`src/rtl/ibus_fetch_ctrl.sv`:
```
// Instruction-bus fetch controller: issues one fetch at a time, buffers the returned
// word for decode, and discards wrong-path data after a flush.
module ibus_fetch_ctrl #(
  parameter bit ALIGN_CHECK = 1'b1
) (
  input  logic        clk,
  input  logic        reset,
  input  logic [31:0] pc_i,
  input  logic        pc_valid_i,
  output logic        pc_ready_o,
  input  logic        flush_i,
  input  logic        dstall_i,
  output logic [32:0] ireq,           // {valid, addr[31:0]}
  input  logic [33:0] iresp,          // {addr_ok, data_ok, data[31:0]}
  output logic [31:0] instr_o,
  output logic [31:0] pc_o,
  output logic        instr_valid_o,
  output logic        adel_o
);

  localparam int unsigned REQ_VALID_BIT = 32;
  localparam int unsigned RSP_AOK_BIT   = 33;
  localparam int unsigned RSP_DOK_BIT   = 32;

  typedef enum logic [1:0] {IDLE, REQ, WAIT, HOLD} state_e;

  state_e      state_q, state_d;
  logic        drop_q, drop_d;
  logic [31:0] addr_q, addr_d;
  logic [31:0] instr_q, instr_d;
  logic [31:0] pc_q, pc_d;
  logic        adel_q, adel_d;

  logic        addr_ok, data_ok;
  logic [31:0] rdata;
  logic        accept, misaligned, complete, hold_leave;

  assign addr_ok = iresp[RSP_AOK_BIT];
  assign data_ok = iresp[RSP_DOK_BIT];
  assign rdata   = iresp[31:0];

  assign hold_leave = (state_q == HOLD) && (!dstall_i || flush_i);
  assign pc_ready_o = !reset && ((state_q == IDLE) || hold_leave);
  assign accept     = pc_valid_i && pc_ready_o;
  assign misaligned = ALIGN_CHECK && (pc_i[1:0] != 2'b00);
  assign complete   = ((state_q == REQ) && addr_ok && data_ok) ||
                      ((state_q == WAIT) && data_ok);

  always_comb begin
    // NOTE: every _d gets its hold value first so no path through this block infers a latch.
    state_d = state_q;
    drop_d  = drop_q;
    addr_d  = addr_q;
    instr_d = instr_q;
    pc_d    = pc_q;
    adel_d  = adel_q;

    unique case (state_q)
      IDLE: ;
      HOLD: if (hold_leave) state_d = IDLE;
      REQ, WAIT: begin
        if (flush_i) drop_d = 1'b1;
        if ((state_q == REQ) && addr_ok && !data_ok) state_d = WAIT;
        if (complete) begin
          drop_d = 1'b0;
          // A flush in the completing cycle kills the word just like an earlier one.
          if (drop_q || flush_i) begin
            state_d = IDLE;
          end else begin
            state_d = HOLD;
            instr_d = rdata;
            pc_d    = addr_q;
            adel_d  = 1'b0;
          end
        end
      end
      default: state_d = IDLE;
    endcase

    // Only possible in IDLE or a departing HOLD, so it never fights the case above.
    if (accept) begin
      addr_d = pc_i;
      if (misaligned) begin
        state_d = HOLD;
        adel_d  = 1'b1;
        instr_d = '0;
        pc_d    = pc_i;
      end else begin
        state_d = REQ;
      end
    end
  end

  // NOTE: state registers use non-blocking assignments so all flops update together at the edge.
  always_ff @(posedge clk or posedge reset) begin
    if (reset) begin
      state_q <= IDLE;
      drop_q  <= 1'b0;
      addr_q  <= '0;
      instr_q <= '0;
      pc_q    <= '0;
      adel_q  <= 1'b0;
    end else begin
      state_q <= state_d;
      drop_q  <= drop_d;
      addr_q  <= addr_d;
      instr_q <= instr_d;
      pc_q    <= pc_d;
      adel_q  <= adel_d;
    end
  end

  always_comb begin
    ireq                = '0;
    ireq[REQ_VALID_BIT] = (state_q == REQ);
    ireq[31:0]          = {addr_q[31:2], 2'b00};
  end

  assign instr_o       = instr_q;
  assign pc_o          = pc_q;
  assign instr_valid_o = (state_q == HOLD);
  assign adel_o        = adel_q;

endmodule

```
`config.mk`:
```
export PLATFORM = sky130hd
export DESIGN_NAME = ibus_fetch_ctrl
export DESIGN_NICKNAME = d
export VERILOG_FILES = /design/src/rtl/ibus_fetch_ctrl.sv
export SDC_FILE = /design/constraint.sdc
export NUM_CORES = 1
export LEC_CHECK = 0
export BUFFER_PORTS_ARGS = -buffer_cell sky130_fd_sc_hd__buf_2
export CORE_ASPECT_RATIO = 0.7
export CORE_UTILIZATION = 49
export CTS_CLUSTER_DIAMETER = 150
export DETAILED_ROUTE_END_ITERATION = 16
export PLACE_DENSITY = 0.8
export SLEW_MARGIN = 20
export SYNTH_ARGS = -nofsm -noshare
export SYNTH_HDL_FRONTEND = slang
export SYNTH_SLANG_ARGS = --single-unit
export TNS_END_PERCENT = 1
```
`constraint.sdc`:
```
create_clock -name clk -period 4.45 [get_ports clk]
set_clock_uncertainty 0.1 [all_clocks]
set_input_delay 0.6675 -clock clk [delete_from_list [all_inputs] [get_ports clk]]
set_output_delay 0.6675 -clock clk [all_outputs]
set_load 0.005 [all_outputs]
```
==> results.py, run 1 <==
metrics = {
    "floorplan": {
        "rows": 29,
        "die_h_um": 82.9,
        "die_w_um": 118,
        "io_pins": 171,
        "core_area_um2": 9070,
        "die-area_um2": 9750,
        "start_util_pct": 50.5,
    },
    "worst_setup_path": {
        "r2r_start": "state_q[0]",
        "setup.worst_path.start": "state_q[0]",
        "worstReg2RegEnd": "pc_o[4]",
        "critPathCaptureType": "flop",
        "required_ns": 4.56,
        "ff2ff_setup_slack_ns": 1.89,
        "ff2ff_path_depth": 7,
        "arrival_ns": 2.67,
        "critPathCapture": "pc_o[4]",
        "path_max_fanout": 45,
        "cp-start-kind": "flop",
        "worst-setup-path-type": "reg -> reg",
    },
    "yosys": {
        "yosys.area.top_type_share_pct": 54.6,
        "yosysMostFrequentCell": "dfrtp_1",
        "ys_ff_latch": 100,
        "synthArstFlopShare_pct": 100,
        "yosys.cell_types.count": 29,
        "synth.avg_cell_area_um2": 12.0,
        "synth_flop_cell": "dfrtp_1",
        "synth_edf_count": 0,
        "synth_common_cells": "dfrtp_1, mux2_2, nand2_1",
        "yosysSeqAreaShare_pct": 54.6,
        "synth_warnings": 0,
        "synth_cells": 382,
        "yosysTopAreaCell": "dfrtp_1",
        "syn-cell-area_um2": 4580,
        "synth_area_leaders": "dfrtp_1, mux2_2, nand2_1, buf_4, a21oi_1",
    },
    "drt": {
        "routed_via_density": 5.10,
        "via_count": 3269,
        "top_layer": "met4",
        "drtIter0Drc": 121,
        "wl_met3_um": 726,
        "drc": 0,
        "wl_met1_um": 4240,
        "wl_per_cell_um": 15.2,
        "dr.pass1.iters": 4,
        "finalWirelength_um": 9760,
        "drtAntennaViolNets": 0,
        "met2_length_um": 4710,
    },
    "clock_network": {
        "ctsLongestPathBuffers": 2,
        "cts_resized": 0,
        "cts_tree": "yes",
        "cts_max_level": 3,
        "numClockSinks": 100,
        "clk_pin_slew_ns": 0.07,
        "cts_made_buffers": 9,
        "ctsHoldBuffers": 0,
        "clk_latency_ns": 0.33,
        "cts_setup_buffers": 0,
        "cts-root-buf": "clkbuf_16",
    },
    "timing": {
        "finalWorstSetupSlack_ns": 1.89,
        "period_share_pct": 57.5,
        "hold_viol_final": 0,
        "drv_slew": 0,
        "maxSlewHeadroom_pct": 47.8,
        "worst_pin_slew_ns": 0.784,
        "fin_crit_ns": 2.56,
        "rsz0062_at_grt": "false",
        "hold_ws_ns": 0.266,
        "fmax_mhz": 391,
        "setup_violations": 0,
        "finalSetupTns_ns": 0,
    },
    "cells_and_area": {
        "syn2layout_area_growth_pct": 22.0,
        "nets": 588,
        "diodes": 0,
        "drive_above_1_share_pct": 55.1,
        "utilization_pct": 61.6,
    },
    "power": {
        "p_leak_nw": 2.74,
        "power_density_nw_per_um2": 669,
        "ir_drop_uv": 330,
    },
    "placed_design": {
        "hpwlAfterDp_um": 6710,
        "io_buffer_count": 168,
        "pre_cts_slack_ns": 1.32,
        "place.gp.congestion": 0.795,
    },
    "flow_run": {
        "timing.max_cap.violations": 0,
    },
    "worst_hold_path": {
        "hp-class": "in -> async",
    },
    "outcome": {
        "status": "complete, no violations",
    },
    "global_routing": {
        "grt_pass1_wl_um": 16500,
        "grt_pass1_vias": 3318,
        "antenna_found_initial": 0,
        "grt_start_max_net_pins": 63,
        "grt_overflow_total": 0,
        "grt.total_usage_pct": 21.4,
    },
}
-- area by class of cell --
| type | count | area [um^2] |
|---|---|---|
| fillers | 783 | 3480 |
| flip-flops and latches | 100 | 2500 |
| multi-input cells | 224 | 1720 |
| repair buffers | 173 | 878 |
| clock buffers | 11 | 233 |
| well taps | 124 | 155 |
| clock inverters | 4 | 75.1 |
| inverters | 5 | 21.3 |
-- layer usage --
layer | GRT usage (%) | vias up
met1 | 28.1 | 1602
li1 | - | 1524
met2 | 35.1 | 136
met4 | 4.78 | 0
met5 | 0 | -
met3 | 6.32 | 7
-- registers in the layout, indices dropped and copies added, names as in the netlist --
register / cells
addr_q: 32
instr_o: 32
pc_o: 32
state_q: 2
adel_o: 1
drop_q: 1
-- cell families (layout without fill, tap and decap cells) --
logic type,count (synthesis),after routing,synth area share (%)
AND/OR/NAND/NOR,78,78,6.83
other,1,2,0.0819
multiplexers,93,93,23.2
AO/OA/AOI/OAI,47,47,6.01
adder cells (fa/ha/maj),4,4,1.09
buffers and inverters,59,193,8.19
flip-flops,100,100,54.6
-- stage by stage --
stage	area, um^2	std cells	power [mW]
2_1_floorplan	4580	383	2.54
3_3_place_gp	5270	626	2.88
3_5_place_dp	5270	626	2.96
4_1_cts	5580	641	3.78
5_1_grt	5590	641	4.01
6_report	5590	641	3.73
-- cell usage in the layout (no fill, tap or decap), drive strengths merged --
cell type,count
nand3,2
clkinvlp,2
mux2,92
a22o,2
and2,1
clkbuf,11
mux2i,1
nand2b,1
o211ai,1
nor4,1
conb,2
a21boi,1
a21o,2
dfrtp,100
nand2,68
a21oi,34
nor2b,1
o2bb2ai,1
o211a,1
or4,1
a221oi,1
inv,5
o21ai,4
ha,4
buf,173
bufinv,2
nor2,3
-- how the worst min path moves through the flow --
stage          depth (start not counted)  slack [ns]          to
2_1_floorplan                          1        0.37      adel_o
3_3_place_gp                           1        0.38      adel_o
3_5_place_dp                           1        0.40      adel_o
4_1_cts                                2        0.27  addr_q[30]
5_1_grt                                2        0.29    pc_o[23]
6_report                               2        0.27  addr_q[30]
-- worst max-delay path: stages (launching register included) --
cell	delay, ns
dfrtp_1	0.37
inv_1	0.08
ha_1	0.35
nand2_1	0.11
nor4_2	0.21
buf_4	0.55
mux2_2	0.40
mux2_2	0.27
-- where the power goes --
group	switching (mW)	internal, mW
combinational	0.566	0.794
clock	0.310	0.490
sequential	0.249	1.33
total	1.12	2.61
No activity file was read; power rests on OpenSTA's default activity.
==> run 2, diff against run 1 <==
--- a/config.mk
+++ b/config.mk
@@ -5,12 +5,13 @@
 export SDC_FILE = /design/constraint.sdc
 export NUM_CORES = 1
 export LEC_CHECK = 0
+export ABC_AREA = 1
 export BUFFER_PORTS_ARGS = -buffer_cell sky130_fd_sc_hd__buf_2
 export CORE_ASPECT_RATIO = 0.7
-export CORE_UTILIZATION = 49
+export CORE_UTILIZATION = 46
 export CTS_CLUSTER_DIAMETER = 150
 export DETAILED_ROUTE_END_ITERATION = 16
-export PLACE_DENSITY = 0.8
+export PLACE_DENSITY = 0.77
 export SLEW_MARGIN = 20
 export SYNTH_ARGS = -nofsm -noshare
 export SYNTH_HDL_FRONTEND = slang
==> constraint.sdc (replaced) <==
create_clock -name clk -period 2.2 [get_ports clk]
set_clock_uncertainty 0.1 [all_clocks]
set_input_delay 0.33 -clock clk [delete_from_list [all_inputs] [get_ports clk]]
set_output_delay 0.33 -clock clk [all_outputs]
set_load 0.005 [all_outputs]
==> run 2 against run 1 <==
  * Core utilization down 3.7 points
  * Fmax is 39% higher
  * Die area up 15%
  * Combinational power increased by 110%
  * Via count increased by 37%
  * Sequential share of layout area decreased by 3.4 points
  * Critical path type unchanged
==> results.py, run 2 <==
metrics = {
    "clock_network": {
        "cts_made_buffers": 9,
        "ctsHoldBuffers": 0,
        "clk_pin_slew_ns": 0.06,
        "numClockSinks": 100,
        "cts_max_level": 3,
        "cts-root-buf": "clkbuf_16",
        "cts_resized": 0,
        "ctsLongestPathBuffers": 2,
        "cts_setup_buffers": 0,
        "clk_latency_ns": 0.34,
        "cts_tree": "yes",
    },
    "floorplan": {
        "core_area_um2": 10400,
        "die-area_um2": 11200,
        "die_h_um": 89.0,
        "die_w_um": 126,
        "rows": 31,
        "io_pins": 171,
        "start_util_pct": 47.6,
    },
    "global_routing": {
        "antenna_found_initial": 0,
        "grt_overflow_total": 0,
        "use_met1_pct": 32.0,
        "grt_start_max_net_pins": 73,
        "grt_pass1_wl_um": 19800,
        "busiest_layer": "met2",
        "global_route.usage.met3_pct": 5.33,
        "grt.total_usage_pct": 22.7,
        "use_met2_pct": 35.2,
        "grt_pass1_vias": 3992,
    },
    "drt": {
        "drtIter0Drc": 307,
        "drtAntennaViolNets": 0,
        "dr.pass1.iters": 5,
        "finalWirelength_um": 12300,
        "drc": 0,
        "routed_via_density": 4.81,
        "wl_per_cell_um": 13.2,
        "via_count": 4478,
    },
    "yosys": {
        "synth_common_cells": "nand2_1, dfrtp_1, inv_1",
        "yosys.area.top_type_share_pct": 50.3,
        "synth_flop_cell": "dfrtp_1",
        "yosysMostFrequentCell": "nand2_1",
        "yosysSeqAreaShare_pct": 50.3,
        "ys_ff_latch": 100,
        "yosys.cell_types.count": 20,
        "synth_cells": 665,
        "synth_edf_count": 0,
        "syn-cell-area_um2": 4970,
        "yosysTopAreaCell": "dfrtp_1",
        "synthArstFlopShare_pct": 100,
        "synth.avg_cell_area_um2": 7.48,
        "synth_area_leaders": "dfrtp_1, nand2_1, buf_4, nand4_1, inv_1",
        "synth_warnings": 0,
    },
    "cells_and_area": {
        "diodes": 0,
        "syn2layout_area_growth_pct": 21.5,
        "drive_above_1_share_pct": 26.2,
        "final-seq-area_um2": 2500,
        "nFillCells": 965,
        "final_cell_mix": "nand2_1, buf_2, dfrtp_1, inv_1, nand4_1",
        "instances_no_fill": 931,
        "layout_commonest_cell": "nand2_1",
        "multiInputGateArea_um2": 1870,
        "nets": 869,
    },
    "flow_run": {
        "timing.max_cap.violations": 0,
    },
    "timing": {
        "hold_ws_ns": 0.0397,
        "fin_crit_ns": 1.84,
        "maxSlewHeadroom_pct": 39.3,
        "period_share_pct": 83.8,
        "rsz0062_at_grt": "false",
        "drv_slew": 0,
        "setup_violations": 0,
        "fmax_mhz": 542,
        "worst_pin_slew_ns": 0.910,
        "hold_viol_final": 0,
    },
    "placed_design": {
        "place_inst": 915,
        "io_buffer_count": 168,
        "hpwlAfterDp_um": 8360,
        "place.gp.congestion": 0.866,
    },
    "worst_setup_path": {
        "arrival_ns": 1.97,
        "required_ns": 2.33,
        "worst-setup-path-type": "reg -> reg",
        "critPathCaptureType": "flop",
        "cp-start-kind": "flop",
        "path_max_fanout": 24,
    },
    "power": {
        "ir_drop_uv": 695,
        "power_density_nw_per_um2": 1240,
        "p_leak_nw": 3.87,
    },
    "outcome": {
        "status": "complete, no violations",
    },
    "worst_hold_path": {
        "hp-class": "in -> async",
    },
}
run 2: cell count changes in the layout (fill, tap and decap cells not counted), moves of 4 or more:
cell,before,now
mux2_4,4,0
inv_1,4,45
nand4_1,0,35
mux2_2,88,0
buf_4,5,13
nand2_1,68,389
buf_12,0,4
a21oi_1,33,1
nand3_1,2,7
run 2: per-layer routing:
metal / part of all wire, % / vias to the layer above
li1: - / 2239
met1: 47 / 2046
met2: 44 / 181
met3: 8.1 / 12
met4: 1.3 / 0
met5: 0 / -
run 2: power breakdown:
| group | internal, mW | switching, mW | leakage (nW) | total [mW] |
|---|---|---|---|---|
| clock | 0.887 | 0.673 | 0.136 | 1.56 |
| sequential | 2.57 | 0.478 | 1.28 | 3.04 |
| combinational | 1.18 | 1.71 | 2.45 | 2.88 |
run 2: logic make-up after synthesis:
logic type	count (synthesis)	share of synthesized area [%]
adders and majority gates	4	1.01
and+or+nand+nor	436	35.4
other	1	0.0754
buffers and inverters	117	12.2
DFF	100	50.3
AOI/OAI and AO/OA	7	0.981
run 2: final timing paths:
kind,from,endpoint,slack [ns],cells past startpoint
worst max-delay path,state_q[0],state_q[1],0.36,8
worst min-delay path,reset,pc_o[1],0.04,3
worst max register to register,state_q[0],state_q[1],0.36,8
worst min register to register,adel_o,adel_o,0.37,2
max in group asynchronous,reset,addr_q[12],1.16,3
min in group clk,pc_i[21],addr_q[21],0.11,3
run 2: critical path: stages (launching register included):
cell and delay (ns):
dfrtp_1 0.40, inv_1 0.08, ha_1 0.37, buf_4 0.31, nand3_1 0.15, nand2_1 0.13, nand2_1 0.06, nand2_1 0.09
nand2_1 0.05
run 2: layout make-up:
| class | instances | share of cell area, % |
|---|---|---|
| clock buffers | 11 | 3.85 |
| clock inverters | 5 | 1.04 |
| inverters | 49 | 3.11 |
| multi-input cells | 449 | 31.0 |
| flip-flops and latches | 100 | 41.4 |
| well taps | 132 | 2.74 |
| repair buffers | 185 | 16.9 |
run 2: stage by stage:
step	setup slack (ns)	TNS (ns)	utilization, %	cell area (um^2)	total power [mW]
4_1_cts	0.357	0	57.9	6040	7.54
3_3_place_gp	0.395	0	55.0	5740	5.86
5_1_grt	0.165	0	57.9	6040	8.12
6_report	0.356	0	57.9	6040	7.49
2_1_floorplan	-0.626	-60.19	-	5000	5.01
3_5_place_dp	0.372	0	55.0	5740	5.95
